<file path="src/rtl/ram_pattern_tester_pkg.sv">
// Shared types and helpers for the RAM pattern tester.
// Holds the test state encoding, LED bit positions and the address-derived pattern.
// No logic of its own; imported by the tester and its interface users.
package ram_pattern_tester_pkg;

    typedef enum logic [1:0] {
        ST_WRITE = 2'd0,
        ST_READ  = 2'd1,
        ST_DONE  = 2'd2,
        ST_FAIL  = 2'd3
    } state_t;

    localparam logic [31:0] DEFAULT_SEED = 32'hA5C3_0F96;
    localparam logic [31:0] ADDR_SPREAD  = 32'h0101_0101;

    localparam int LED_PASS = 7;
    localparam int LED_FAIL = 6;
    localparam int LED_BUSY = 5;  // doubles as the timeout flag in FAIL

    // Word pattern: seed XOR address spread across all four bytes, inverted on odd passes
    // so consecutive passes flip every bit of every cell.
    function automatic logic [31:0] pattern(input logic [31:0] addr,
                                            input logic [7:0]  pass,
                                            input logic [31:0] seed = DEFAULT_SEED);
        logic [31:0] p;
        p = seed ^ (addr * ADDR_SPREAD);
        if (pass[0]) begin
            p = ~p;
        end
        return p;
    endfunction

endpackage

</file>
<file path="src/rtl/ram_pattern_tester_if.sv">
// Wishbone bus between the pattern tester (master) and the RAM slave.
// Purely a bundle of wires; no latency of its own.
// Flow control is the Wishbone CYC/STB and ACK pair.
interface ram_pattern_tester_if;
    logic        pinWbCycleStrobe;
    logic        pinWbWriteEnable;
    logic [31:0] pinWbAddress;
    logic [31:0] pinWbWriteData;
    logic [31:0] pinWbReadData;
    logic        pinWbAck;

    modport master (
        output pinWbCycleStrobe,
        output pinWbWriteEnable,
        output pinWbAddress,
        output pinWbWriteData,
        input  pinWbReadData,
        input  pinWbAck
    );

    modport slave (
        input  pinWbCycleStrobe,
        input  pinWbWriteEnable,
        input  pinWbAddress,
        input  pinWbWriteData,
        output pinWbReadData,
        output pinWbAck
    );
endinterface

</file>
<file path="src/rtl/ram_pattern_tester_wb_ack_watchdog.sv">
// Ack watchdog: counts enabled cycles since the last clear and flags expiry.
// Expiry is combinational from the count, asserted in the TIMEOUT_CYCLES-th enabled cycle.
// No handshake; the owner decides whether an ack in the same cycle overrides expiry.
module wb_ack_watchdog #(
    parameter int TIMEOUT_CYCLES = 255
) (
    input  logic clk,
    input  logic rst,
    input  logic clr_i,
    input  logic en_i,
    output logic expired_o
);

    localparam logic [15:0] LIMIT = 16'(TIMEOUT_CYCLES - 1);

    logic [15:0] cnt_q;
    logic [15:0] cnt_d;

    // Next count: clear wins, otherwise count while enabled.
    always_comb begin
        cnt_d = cnt_q;
        if (clr_i) begin
            cnt_d = '0;
        end else if (en_i && (cnt_q < LIMIT)) begin
            cnt_d = cnt_q + 16'd1;
        end
    end

    // Counter register.
    always_ff @(posedge clk or posedge rst) begin
        if (rst) begin
            cnt_q <= '0;
        end else begin
            cnt_q <= cnt_d;
        end
    end

    assign expired_o = en_i && (cnt_q >= LIMIT);

endmodule

</file>
<file path="src/rtl/ram_pattern_tester.sv">
// Wishbone test master: writes pattern(addr,pass) to every word, reads back and compares.
// One transfer per ack, next transfer presented the cycle after; all pins registered.
// Holds strobe until ack; a silent slave is caught by the watchdog (RAMTEST_CONTINUOUS_EN loops passes).
module ram_pattern_tester
    import ram_pattern_tester_pkg::*;
#(
    parameter int          ADDR_WIDTH     = 8,
    parameter logic [31:0] SEED           = DEFAULT_SEED,
    parameter int          TIMEOUT_CYCLES = 255
) (
    input  logic                 pinClock,
    input  logic                 pinReset,
    ram_pattern_tester_if.master wb,
    output logic [7:0]           pinLeds
);

    localparam logic [ADDR_WIDTH-1:0] LAST_ADDR = '1;

    state_t                  state_q, state_d;
    logic [ADDR_WIDTH-1:0]   addr_q, addr_d;
    logic [7:0]              pass_q, pass_d;
    logic                    stb_q, stb_d;
    logic                    we_q, we_d;
    logic                    timeout_q, timeout_d;
    logic [31:0]             wdat_q, wdat_d;
    logic [7:0]              leds_q, leds_d;
    logic [31:0]             addr_ext_d;

    logic xfer;
    logic wd_clr;
    logic wd_expired;

    // A transfer only counts while we are actually strobing.
    assign xfer   = stb_q && wb.pinWbAck;
    assign wd_clr = xfer || (state_d != state_q);

    wb_ack_watchdog #(
        .TIMEOUT_CYCLES (TIMEOUT_CYCLES)
    ) u_watchdog (
        .clk       (pinClock),
        .rst       (pinReset),
        .clr_i     (wd_clr),
        .en_i      (stb_q),
        .expired_o (wd_expired)
    );

    // Next-state, next-address and next registered pin values.
    always_comb begin
        state_d   = state_q;
        addr_d    = addr_q;
        pass_d    = pass_q;
        stb_d     = stb_q;
        we_d      = we_q;
        timeout_d = timeout_q;

        case (state_q)
            ST_WRITE: begin
                if (!stb_q) begin
                    // First cycle out of reset: open the bus on word 0.
                    stb_d = 1'b1;
                    we_d  = 1'b1;
                end else if (xfer) begin
                    if (addr_q == LAST_ADDR) begin
                        addr_d  = '0;
                        we_d    = 1'b0;
                        state_d = ST_READ;
                    end else begin
                        addr_d = addr_q + 1'b1;
                    end
                end else if (wd_expired) begin
                    state_d   = ST_FAIL;
                    stb_d     = 1'b0;
                    we_d      = 1'b0;
                    timeout_d = 1'b1;
                end
            end
            ST_READ: begin
                if (xfer) begin
                    if (wb.pinWbReadData != pattern(32'(addr_q), pass_q, SEED)) begin
                        state_d = ST_FAIL;
                        stb_d   = 1'b0;
                    end else if (addr_q == LAST_ADDR) begin
`ifdef RAMTEST_CONTINUOUS_EN
                        pass_d  = pass_q + 8'd1;
                        addr_d  = '0;
                        we_d    = 1'b1;
                        state_d = ST_WRITE;
`else
                        state_d = ST_DONE;
                        stb_d   = 1'b0;
`endif
                    end else begin
                        addr_d = addr_q + 1'b1;
                    end
                end else if (wd_expired) begin
                    state_d   = ST_FAIL;
                    stb_d     = 1'b0;
                    timeout_d = 1'b1;
                end
            end
            default: begin
                // DONE and FAIL park the bus until reset.
                stb_d = 1'b0;
                we_d  = 1'b0;
            end
        endcase

        addr_ext_d = 32'(addr_d);
        wdat_d     = we_d ? pattern(addr_ext_d, pass_d, SEED) : 32'd0;

        leds_d = 8'd0;
        case (state_d)
            ST_DONE: leds_d[LED_PASS] = 1'b1;
            ST_FAIL: begin
                leds_d[LED_FAIL] = 1'b1;
                leds_d[LED_BUSY] = timeout_d;
                leds_d[4:0]      = addr_ext_d[4:0];
            end
            default: begin
                leds_d[LED_BUSY] = 1'b1;
                leds_d[4:0]      = pass_d[4:0];
            end
        endcase
    end

    // State and registered bus/LED outputs; reset drops every pin immediately.
    always_ff @(posedge pinClock or posedge pinReset) begin
        if (pinReset) begin
            state_q   <= ST_WRITE;
            addr_q    <= '0;
            pass_q    <= '0;
            stb_q     <= 1'b0;
            we_q      <= 1'b0;
            timeout_q <= 1'b0;
            wdat_q    <= '0;
            leds_q    <= '0;
        end else begin
            state_q   <= state_d;
            addr_q    <= addr_d;
            pass_q    <= pass_d;
            stb_q     <= stb_d;
            we_q      <= we_d;
            timeout_q <= timeout_d;
            wdat_q    <= wdat_d;
            leds_q    <= leds_d;
        end
    end

    assign wb.pinWbCycleStrobe = stb_q;
    assign wb.pinWbWriteEnable = we_q;
    assign wb.pinWbAddress     = 32'(addr_q);
    assign wb.pinWbWriteData   = wdat_q;
    assign pinLeds             = leds_q;

endmodule
</file>
<file path="src/flat_wrapper.sv">
// flat-port wrapper written by rule: the top's interface ports become plain ports
module ram_pattern_tester_flat import ram_pattern_tester_pkg::*;
#(
    parameter int          ADDR_WIDTH     = 8,
    parameter logic [31:0] SEED           = DEFAULT_SEED,
    parameter int          TIMEOUT_CYCLES = 255
)
  (pinClock, pinReset, pinLeds, wb_pinWbCycleStrobe, wb_pinWbWriteEnable, wb_pinWbAddress, wb_pinWbWriteData, wb_pinWbReadData, wb_pinWbAck);
  ram_pattern_tester_if wb_i ();
  input  logic pinClock;
  input  logic pinReset;
  output logic [7:0] pinLeds;
  output wire logic [$bits(wb_i.pinWbCycleStrobe)-1:0] wb_pinWbCycleStrobe;
  output wire logic [$bits(wb_i.pinWbWriteEnable)-1:0] wb_pinWbWriteEnable;
  output wire logic [$bits(wb_i.pinWbAddress)-1:0] wb_pinWbAddress;
  output wire logic [$bits(wb_i.pinWbWriteData)-1:0] wb_pinWbWriteData;
  input wire logic [$bits(wb_i.pinWbReadData)-1:0] wb_pinWbReadData;
  input wire logic [$bits(wb_i.pinWbAck)-1:0] wb_pinWbAck;
  assign wb_pinWbCycleStrobe = wb_i.pinWbCycleStrobe;
  assign wb_pinWbWriteEnable = wb_i.pinWbWriteEnable;
  assign wb_pinWbAddress = wb_i.pinWbAddress;
  assign wb_pinWbWriteData = wb_i.pinWbWriteData;
  assign wb_i.pinWbReadData = wb_pinWbReadData;
  assign wb_i.pinWbAck = wb_pinWbAck;
  ram_pattern_tester #(.ADDR_WIDTH(ADDR_WIDTH), .SEED(SEED), .TIMEOUT_CYCLES(TIMEOUT_CYCLES)) u_core (.pinClock(pinClock), .pinReset(pinReset), .wb(wb_i), .pinLeds(pinLeds));
endmodule
</file>
<file path="config.mk">
export PLATFORM = sky130hd
export DESIGN_NAME = ram_pattern_tester_flat
export DESIGN_NICKNAME = d
export VERILOG_FILES = /design/src/rtl/ram_pattern_tester_pkg.sv /design/src/rtl/ram_pattern_tester_if.sv /design/src/rtl/ram_pattern_tester_wb_ack_watchdog.sv /design/src/rtl/ram_pattern_tester.sv /design/src/flat_wrapper.sv
export SDC_FILE = /design/constraint.sdc
export NUM_CORES = 1
export LEC_CHECK = 0
export CAP_MARGIN = 40
export CORE_MARGIN = 8
export CORE_UTILIZATION = 51
export CTS_BUF_LIST = sky130_fd_sc_hd__clkbuf_8
export CTS_CLUSTER_SIZE = 20
export DETAILED_ROUTE_END_ITERATION = 8
export PLACE_DENSITY = 0.95
export SYNTH_ARGS = -nofsm -noshare
export SYNTH_HDL_FRONTEND = slang
export SYNTH_SLANG_ARGS = --single-unit
</file>
<file path="constraint.sdc">
create_clock -name pinClock -period 4.7 [get_ports pinClock]
set_clock_uncertainty 0.05 [all_clocks]
set_input_delay 0.94 -clock pinClock [delete_from_list [all_inputs] [get_ports pinClock]]
set_output_delay 0.94 -clock pinClock [all_outputs]
set_load 0.03 [all_outputs]
</file>
# Word-level counts from Yosys, hierarchy flattened
# Cells that the tools add are included.
[word_totals]
register_bits = 69
in_bits = 35
output_inout_bits = 74
word_cells = 71
[op_classes]
n_addsub = 2
mul = 2
magnitude_cmp = 2
n_eq_ne = 8
n_mux = 40
n_bitwise = 2
n_reduce_logical = 7
[ops]
columns = ["cell", "count"]
rows = [
  ["$mux 32", 3],
  ["$mul 8x25->32 const B", 2],
  ["$mux 8", 6],
  ["$mux 16", 2],
  ["$ne 32x32->1", 1],
  ["$not 16->16", 2],
  ["$add 16x1->16 const B", 1],
  ["$ge 16x8->1 const B", 1],
  ["$lt 16x8->1 const B", 1],
  ["$mux 1", 16],
  ["$pmux 8 s2", 1],
  ["$mux 2", 7],
  ["$pmux 6 s2", 1],
  ["$add 8x1->8 const B", 1],
  ["$eq 8x8->1 const B", 1],
  ["$pmux 1 s2", 3],
  ["$eq 2x2->1 const B", 2],
  ["$ne 4x4->1 const B", 1],
  ["$pmux 2 s2", 1],
  ["$logic_and 1x1->1", 3],
  ["$ne 3x2->1 const B", 1],
  ["$eq 2x1->1 const B", 1],
  ["$logic_not 2->1", 1],
  ["$ne 2x2->1", 1],
  ["3 further kinds", 3],
]

# Longest topological paths before layout
[logic_depth]
depth_word = 11
mapped_depth = 9

# By module
# From an unflattened synthesis, not the netlist that was laid out.
[unflattened]
cells_unflattened = 342
hier_area_um2 = 3243.1
[by_module_without_submodules]
columns = ["mod", "instances", "cells_each", "area_each_um2"]
rows = [
  ["ram_pattern_tester", 1, 270, 2471.1],
  ["wb_ack_watchdog", 1, 72, 772.0],
]

# Worst setup path before layout
# Ideal clock, no wire load.
[synth_timing]
path_type = "input to register"
startpoint = "input port wb_pinWbReadData[2]"
endpoint = "register u_core.wdat_q[30] (netlist: u_core.wb.pinWbWriteData[30])"
setup_ns = 0.120
t_arrival_ns = 2.693
required_ns = 4.530
path_slack_ns = 1.838
path_stages = 7
cell_sequence = "or4b_2 > a22oi_1 > and4_1 > buf_4 > a31oi_1 > o221a_2 > and3_1"
[synth_via]
elab_chain_cells = 6
[synth_rtl]
columns = ["item", "line_no", "source"]
rows = [
  ["start, declared", "flat_wrapper.sv:17", "input wire logic [$bits(wb_i.pinWbReadData)-1:0] wb_pinWbReadData;"],
  ["$ne 32x32->1", "ram_pattern_tester.sv:79", "if (wb.pinWbReadData != pattern(32'(addr_q), pass_q, SEED)) begin"],
  ["$mux 8", "ram_pattern_tester.sv:79", ""],
  ["$mux 8", "ram_pattern_tester.sv:78", "if (xfer) begin"],
  ["$pmux 8 s2", "ram_pattern_tester.sv:56", "case (state_q)"],
  ["via u_core.addr_d[6]", "ram_pattern_tester.sv:20", "logic [ADDR_WIDTH-1:0] addr_q, addr_d;"],
  ["$mul 8x25->32", "ram_pattern_tester_pkg.sv:26", "p = seed ^ (addr * ADDR_SPREAD);"],
  ["$mux 32", "ram_pattern_tester.sv:109", "wdat_d = we_d ? pattern(addr_ext_d, pass_d, SEED) : 32'd0;"],
  ["end signal, assigned", "ram_pattern_tester.sv:144", "wdat_q <= wdat_d;"],
  ["end, declared", "ram_pattern_tester.sv:25", "logic [31:0] wdat_q, wdat_d;"],
]
# The timed path passes the listed nets, and every way through them passes these cells.
# A chain may end at the register's enable or synchronous reset.

# Final worst setup path
[layout_timing]
startpoint = "register u_core.addr_q[0]"
endpoint = "register u_core.leds_q[0] (netlist: u_core.pinLeds[0])"
[layout_via]
elab_chain_cells = 10
word_cells_on_any_way = 24
cone_classes = "1 x add/sub; 1 x mul; 4 x eq/ne; 17 x mux; 1 x bitwise"
[layout_rtl]
columns = ["item", "line_no", "source"]
rows = [
  ["start, declared", "ram_pattern_tester.sv:20", ""],
  ["start signal, assigned", "ram_pattern_tester.sv:139", "addr_q <= addr_d;"],
  ["$mul 8x25->32", "ram_pattern_tester_pkg.sv:26", ""],
  ["$not 16->16 (no line)", "--", ""],
  ["$mux 32", "ram_pattern_tester.sv:78", ""],
  ["$mux 32", "ram_pattern_tester.sv:56", ""],
  ["$ne 32x32->1", "ram_pattern_tester.sv:79", ""],
  ["$mux 2", "ram_pattern_tester.sv:79", ""],
  ["$mux 2", "ram_pattern_tester.sv:78", ""],
  ["$pmux 2 s2", "ram_pattern_tester.sv:56", ""],
  ["$eq 2x2->1", "ram_pattern_tester.sv:112", "case (state_d)"],
  ["$pmux 6 s2 (*)", "ram_pattern_tester.sv:112", ""],
  ["via u_core.leds_d[0]", "ram_pattern_tester.sv:26", "logic [7:0] leds_q, leds_d;"],
  ["end signal, assigned", "ram_pattern_tester.sv:145", "leds_q <= leds_d;"],
  ["end, declared", "ram_pattern_tester.sv:26", ""],
]
# Mark *: on every way through the listed nets, which the timed path passes. The rest lies on a longest branch. The select of a mux whose other input is x is not followed.

==> impl_metrics.xml <==
<?xml version="1.0" encoding="UTF-8"?>
<metrics>
  <group name="outcome">
    <metric name="outcome" unit="">completed</metric>
  </group>
  <group name="yosys">
    <metric name="synth.area.top_cells" unit="">sky130_fd_sc_hd__dfrtp_1, sky130_fd_sc_hd__buf_4, sky130_fd_sc_hd__nor3_1</metric>
    <metric name="yosys_most_used_dff" unit="">sky130_fd_sc_hd__dfrtp_1</metric>
    <metric name="yosysTopAreaCell" unit="">sky130_fd_sc_hd__dfrtp_1</metric>
    <metric name="post-synth-top-area-fraction" unit="">0.421</metric>
    <metric name="library_cells_used_by_synthesis" unit="">62</metric>
    <metric name="yosys_register_bits" unit="">53</metric>
    <metric name="post_synth_inst_count" unit="">331</metric>
    <metric name="synth-edff-count" unit="">0</metric>
    <metric name="synth_sequential_area_ratio" unit="">0.421</metric>
    <metric name="netlist_area" unit="sq um">3150</metric>
    <metric name="synth-async-reset-ratio" unit="">1.00</metric>
    <metric name="post_synth_most_frequent_cells" unit="">sky130_fd_sc_hd__dfrtp_1, sky130_fd_sc_hd__buf_4, sky130_fd_sc_hd__nor2_1</metric>
    <metric name="yosys_warnings" unit="">0</metric>
    <metric name="avgSynthCellArea" unit="sq um">9.51</metric>
    <metric name="yosysMostFrequentCell" unit="">sky130_fd_sc_hd__dfrtp_1</metric>
  </group>
  <group name="grt">
    <metric name="number_of_antenna_violations_at_the_first_check_in_global_routing" unit="">0</metric>
    <metric name="grt_pass1_vias" unit="">2660</metric>
    <metric name="grt_busiest_layer" unit="">met2</metric>
    <metric name="grt_start_max_net_pins" unit="">29</metric>
    <metric name="grt-ovfl-total" unit="">0</metric>
    <metric name="groute.layer.met3.usage" unit="">0.0381</metric>
    <metric name="grt_total_usage" unit="">0.178</metric>
    <metric name="groute.layer.met1.usage" unit="">0.214</metric>
    <metric name="globalRouteMet2Util" unit="">0.302</metric>
    <metric name="grt_first_pass_wirelength" unit="um">12900</metric>
  </group>
  <group name="layout">
    <metric name="ff_latch_area" unit="sq um">1330</metric>
    <metric name="final_area" unit="sq um">3950</metric>
    <metric name="num-nets-final" unit="">434</metric>
    <metric name="combined_area_of_the_multi_input_logic_cells" unit="sq um">1490</metric>
    <metric name="diodes" unit="">0</metric>
    <metric name="filler_cell_count" unit="">447</metric>
    <metric name="layout.cells.non_filler" unit="">471</metric>
    <metric name="drive_above_1_share" unit="">0.0783</metric>
    <metric name="area_added_between_synthesis_and_finish" unit="%">25.3</metric>
  </group>
  <group name="floorplanning">
    <metric name="die_area" unit="sq um">8950</metric>
    <metric name="core-area" unit="sq um">5960</metric>
    <metric name="die_h" unit="um">94.6</metric>
    <metric name="floorplan.die.width" unit="um">94.6</metric>
    <metric name="floorplan.initialDensity" unit="">0.529</metric>
    <metric name="row_count" unit="">28</metric>
    <metric name="ios" unit="">109</metric>
  </group>
  <group name="setup_path">
    <metric name="startpoint" unit="">u_core.addr_q[0]</metric>
    <metric name="critical-path-max-stage-delay" unit="ns">0.61</metric>
    <metric name="crit_family" unit="">simple AND/OR/NAND/NOR gates</metric>
    <metric name="sequence_of_cells_on_the_critical_path" unit="">ha_1 &gt; nand4_1 &gt; nor2_1 &gt; inv_1 &gt; ha_1 &gt; or3_1 &gt; nor3_1 &gt; nor3_2 &gt; nor3_1</metric>
    <metric name="crit_arrival" unit="ns">3.52</metric>
    <metric name="end_kind" unit="">flip-flop</metric>
    <metric name="timing.critical_path.required" unit="ns">4.86</metric>
    <metric name="critical_path_peak_fanout" unit="">10</metric>
    <metric name="critical_path.slowest_cell" unit="">sky130_fd_sc_hd__dfrtp_1</metric>
    <metric name="r2r_startpoint" unit="">u_core.addr_q[0]</metric>
    <metric name="crit_type" unit="">reg -&gt; reg</metric>
    <metric name="critical_path.startpoint_type" unit="">flip-flop</metric>
    <metric name="crit_path_buffers_inverters" unit="">1</metric>
  </group>
  <group name="hold_path">
    <metric name="worstHoldPathType" unit="">reg -&gt; reg</metric>
    <metric name="holdCritStartpoint" unit="">u_core.timeout_q</metric>
  </group>
  <group name="job">
    <metric name="timing.max_cap.violations" unit="">0</metric>
  </group>
  <group name="clock_network">
    <metric name="cts_htree_levels" unit="">2</metric>
    <metric name="post-cts-setup-buffers" unit="">0</metric>
    <metric name="cts_hold_buf" unit="">0</metric>
    <metric name="cts_inserted_buffers" unit="">5</metric>
    <metric name="clk_path_buf_depth" unit="">2</metric>
    <metric name="clock_sinks" unit="">53</metric>
    <metric name="clock-root-buffer" unit="">sky130_fd_sc_hd__clkbuf_8</metric>
    <metric name="clock_tree_from_tritoncts" unit="">built</metric>
    <metric name="insertion_delay" unit="ns">0.30</metric>
    <metric name="cts_resized" unit="">0</metric>
    <metric name="cts.reportedPaths.clkPinSlew" unit="ns">0.09</metric>
  </group>
  <group name="placed_design">
    <metric name="total_half_perimeter_wirelength_after_legalization_and_detailed_placement" unit="um">6360</metric>
    <metric name="gp_congestion" unit="">0.921</metric>
    <metric name="dp_worst_setup_slack" unit="ns">1.10</metric>
    <metric name="post_dp_cell_area" unit="sq um">3840</metric>
    <metric name="place_inst" unit="">463</metric>
    <metric name="placement.io_buffers" unit="">84</metric>
  </group>
  <group name="timing">
    <metric name="max-slew-margin-rel" unit="">0.500</metric>
    <metric name="finalSetupViolCount" unit="">0</metric>
    <metric name="final_worst_setup_slack" unit="ns">1.34</metric>
    <metric name="finalMaxSlewViolations" unit="">0</metric>
    <metric name="setup_repair_after_global_routing_missed_its_margin" unit="">no</metric>
    <metric name="fmax" unit="MHz">298</metric>
    <metric name="setup_tns" unit="ns">0</metric>
    <metric name="worst-slew-pin-transition" unit="ns">0.744</metric>
    <metric name="layout_min_cycle_time" unit="ns">3.36</metric>
    <metric name="report.final.hold_viol_count" unit="">0</metric>
    <metric name="post-route-period-util" unit="">0.715</metric>
  </group>
  <group name="power">
    <metric name="highest_ir_drop_seen_on_vdd" unit="V">0.000211</metric>
    <metric name="post-layout-total-power" unit="W">0.000811</metric>
    <metric name="leakage" unit="nW">1.61</metric>
    <metric name="power_density" unit="nW/um^2">205</metric>
  </group>
  <group name="drt">
    <metric name="initialDrtViolationCount" unit="">384</metric>
    <metric name="num_vias" unit="">2723</metric>
    <metric name="dr.pass1.iters" unit="">5</metric>
    <metric name="postRouteAntennaNets" unit="">0</metric>
    <metric name="route.detailed.vias_per_inst" unit="">5.78</metric>
    <metric name="postRouteWirelength" unit="um">8120</metric>
    <metric name="post_drt_wl_per_cell" unit="um">17.2</metric>
    <metric name="drt_drc_violations_left" unit="">0</metric>
  </group>
</metrics>
-- cell usage in the layout, fill, tap and decap left out, types with 2 or more instances in the layout --
cell                              synthesis  routed
sky130_fd_sc_hd__xnor2_1                  8       8
sky130_fd_sc_hd__or4_1                    2       2
sky130_fd_sc_hd__ha_1                     4       4
sky130_fd_sc_hd__inv_1                   16      15
sky130_fd_sc_hd__or4b_2                   2       2
sky130_fd_sc_hd__conb_1                   1      24
sky130_fd_sc_hd__nand3_1                  8       8
sky130_fd_sc_hd__inv_2                    1       2
sky130_fd_sc_hd__nor3_1                  20      20
sky130_fd_sc_hd__a211oi_1                 6       6
sky130_fd_sc_hd__a21oi_1                  6       6
sky130_fd_sc_hd__nor3_2                   2       2
sky130_fd_sc_hd__clkdlybuf4s50_1          0      84
sky130_fd_sc_hd__or3b_2                   4       4
sky130_fd_sc_hd__nor3b_1                  3       3
sky130_fd_sc_hd__a31oi_1                  5       5
sky130_fd_sc_hd__xor2_1                   7       7
sky130_fd_sc_hd__nand2_1                 13      13
sky130_fd_sc_hd__and4_1                   4       4
sky130_fd_sc_hd__nand3b_1                 5       5
sky130_fd_sc_hd__and3_1                   7       7
sky130_fd_sc_hd__nor2_1                  26      26
sky130_fd_sc_hd__clkbuf_8                 0       7
sky130_fd_sc_hd__and2_1                   9       9
sky130_fd_sc_hd__dfrtp_1                 53      53
sky130_fd_sc_hd__o21ai_0                  9       9
sky130_fd_sc_hd__a22oi_1                  3       3
sky130_fd_sc_hd__nand4_1                 12      12
sky130_fd_sc_hd__nor4bb_1                 2       2
sky130_fd_sc_hd__nor4_1                   3       3
sky130_fd_sc_hd__o211ai_1                 3       3
sky130_fd_sc_hd__a22o_1                   2       2
sky130_fd_sc_hd__o221a_2                  2       2
sky130_fd_sc_hd__nand4b_1                 3       3
sky130_fd_sc_hd__or3_1                    3       3
-- sequential cells by signal (all words and copies together) (netlist names) --
| register | count |
|---|---|
| u_core.timeout_q | 1 |
| u_core.addr_q | 8 |
| u_core.state_q | 2 |
| u_core.wb.pinWbWriteEnable | 1 |
| u_core.pinLeds | 8 |
| u_core.wb.pinWbWriteData | 16 |
| u_core.wb.pinWbCycleStrobe | 1 |
| u_core.u_watchdog.cnt_q | 16 |
-- worst min-delay path, cell delays in order, from the launching register on --
cell	delay, ns
sky130_fd_sc_hd__dfrtp_1	0.33
sky130_fd_sc_hd__nor2_1	0.05
sky130_fd_sc_hd__inv_1	0.05
-- report_power, final --
part | switching [W] | internal, W
logic | 0.0000460 | 0.0000333
clock network | 0.000140 | 0.000136
registers | 0.0000000000000932 | 0.000456
total | 0.000186 | 0.000625
-- metal layers --
metal / part of all wire / wire length, um
met5: 0 / 0
met4: 0.018 / 149
met3: 0.097 / 790
met2: 0.50 / 4040
met1: 0.39 / 3140
-- path summary, 6_finish.rpt --
check	slack [ns]	to	cells past startpoint
setup / recovery	1.34	u_core.pinLeds[0]	9
hold / removal	0.40	u_core.timeout_q	2
setup reg to reg	1.34	u_core.pinLeds[0]	9
hold reg to reg	0.40	u_core.timeout_q	2
max in group asynchronous	3.14	u_core.addr_q[6]	3
min in group asynchronous	0.95	u_core.u_watchdog.cnt_q[3]	2
-- per-stage QoR --
step | utilization | hold slack, ns
floorplan | - | 0.366
global placement | 0.641 | 0.376
detailed placement | 0.645 | 0.383
CTS | 0.663 | 0.404
global route | 0.663 | 0.428
finish | 0.663 | 0.402
-- cell type report --
type | instances | area share
clock inverters | 1 | 0.00222
repair buffers | 86 | 0.220
well taps | 75 | 0.0238
flip-flops and latches | 53 | 0.336
inverters | 18 | 0.0171
clock buffers | 7 | 0.0244
multi-input cells | 231 | 0.377
-- cells by family (layout without fill, tap and decap cells) --
family,Yosys count,after routing,synth area share
DFF,53,53,0.421
other,1,24,0.00119
AOI/OAI and AO/OA,52,52,0.124
xor gates and xnor gates,15,15,0.0417
buffers and inverters,70,112,0.134
adders and majority gates,4,4,0.0159
muxes,1,1,0.00318
and+or+nand+nor,135,135,0.258
Power figures use the tool's default switching activity.
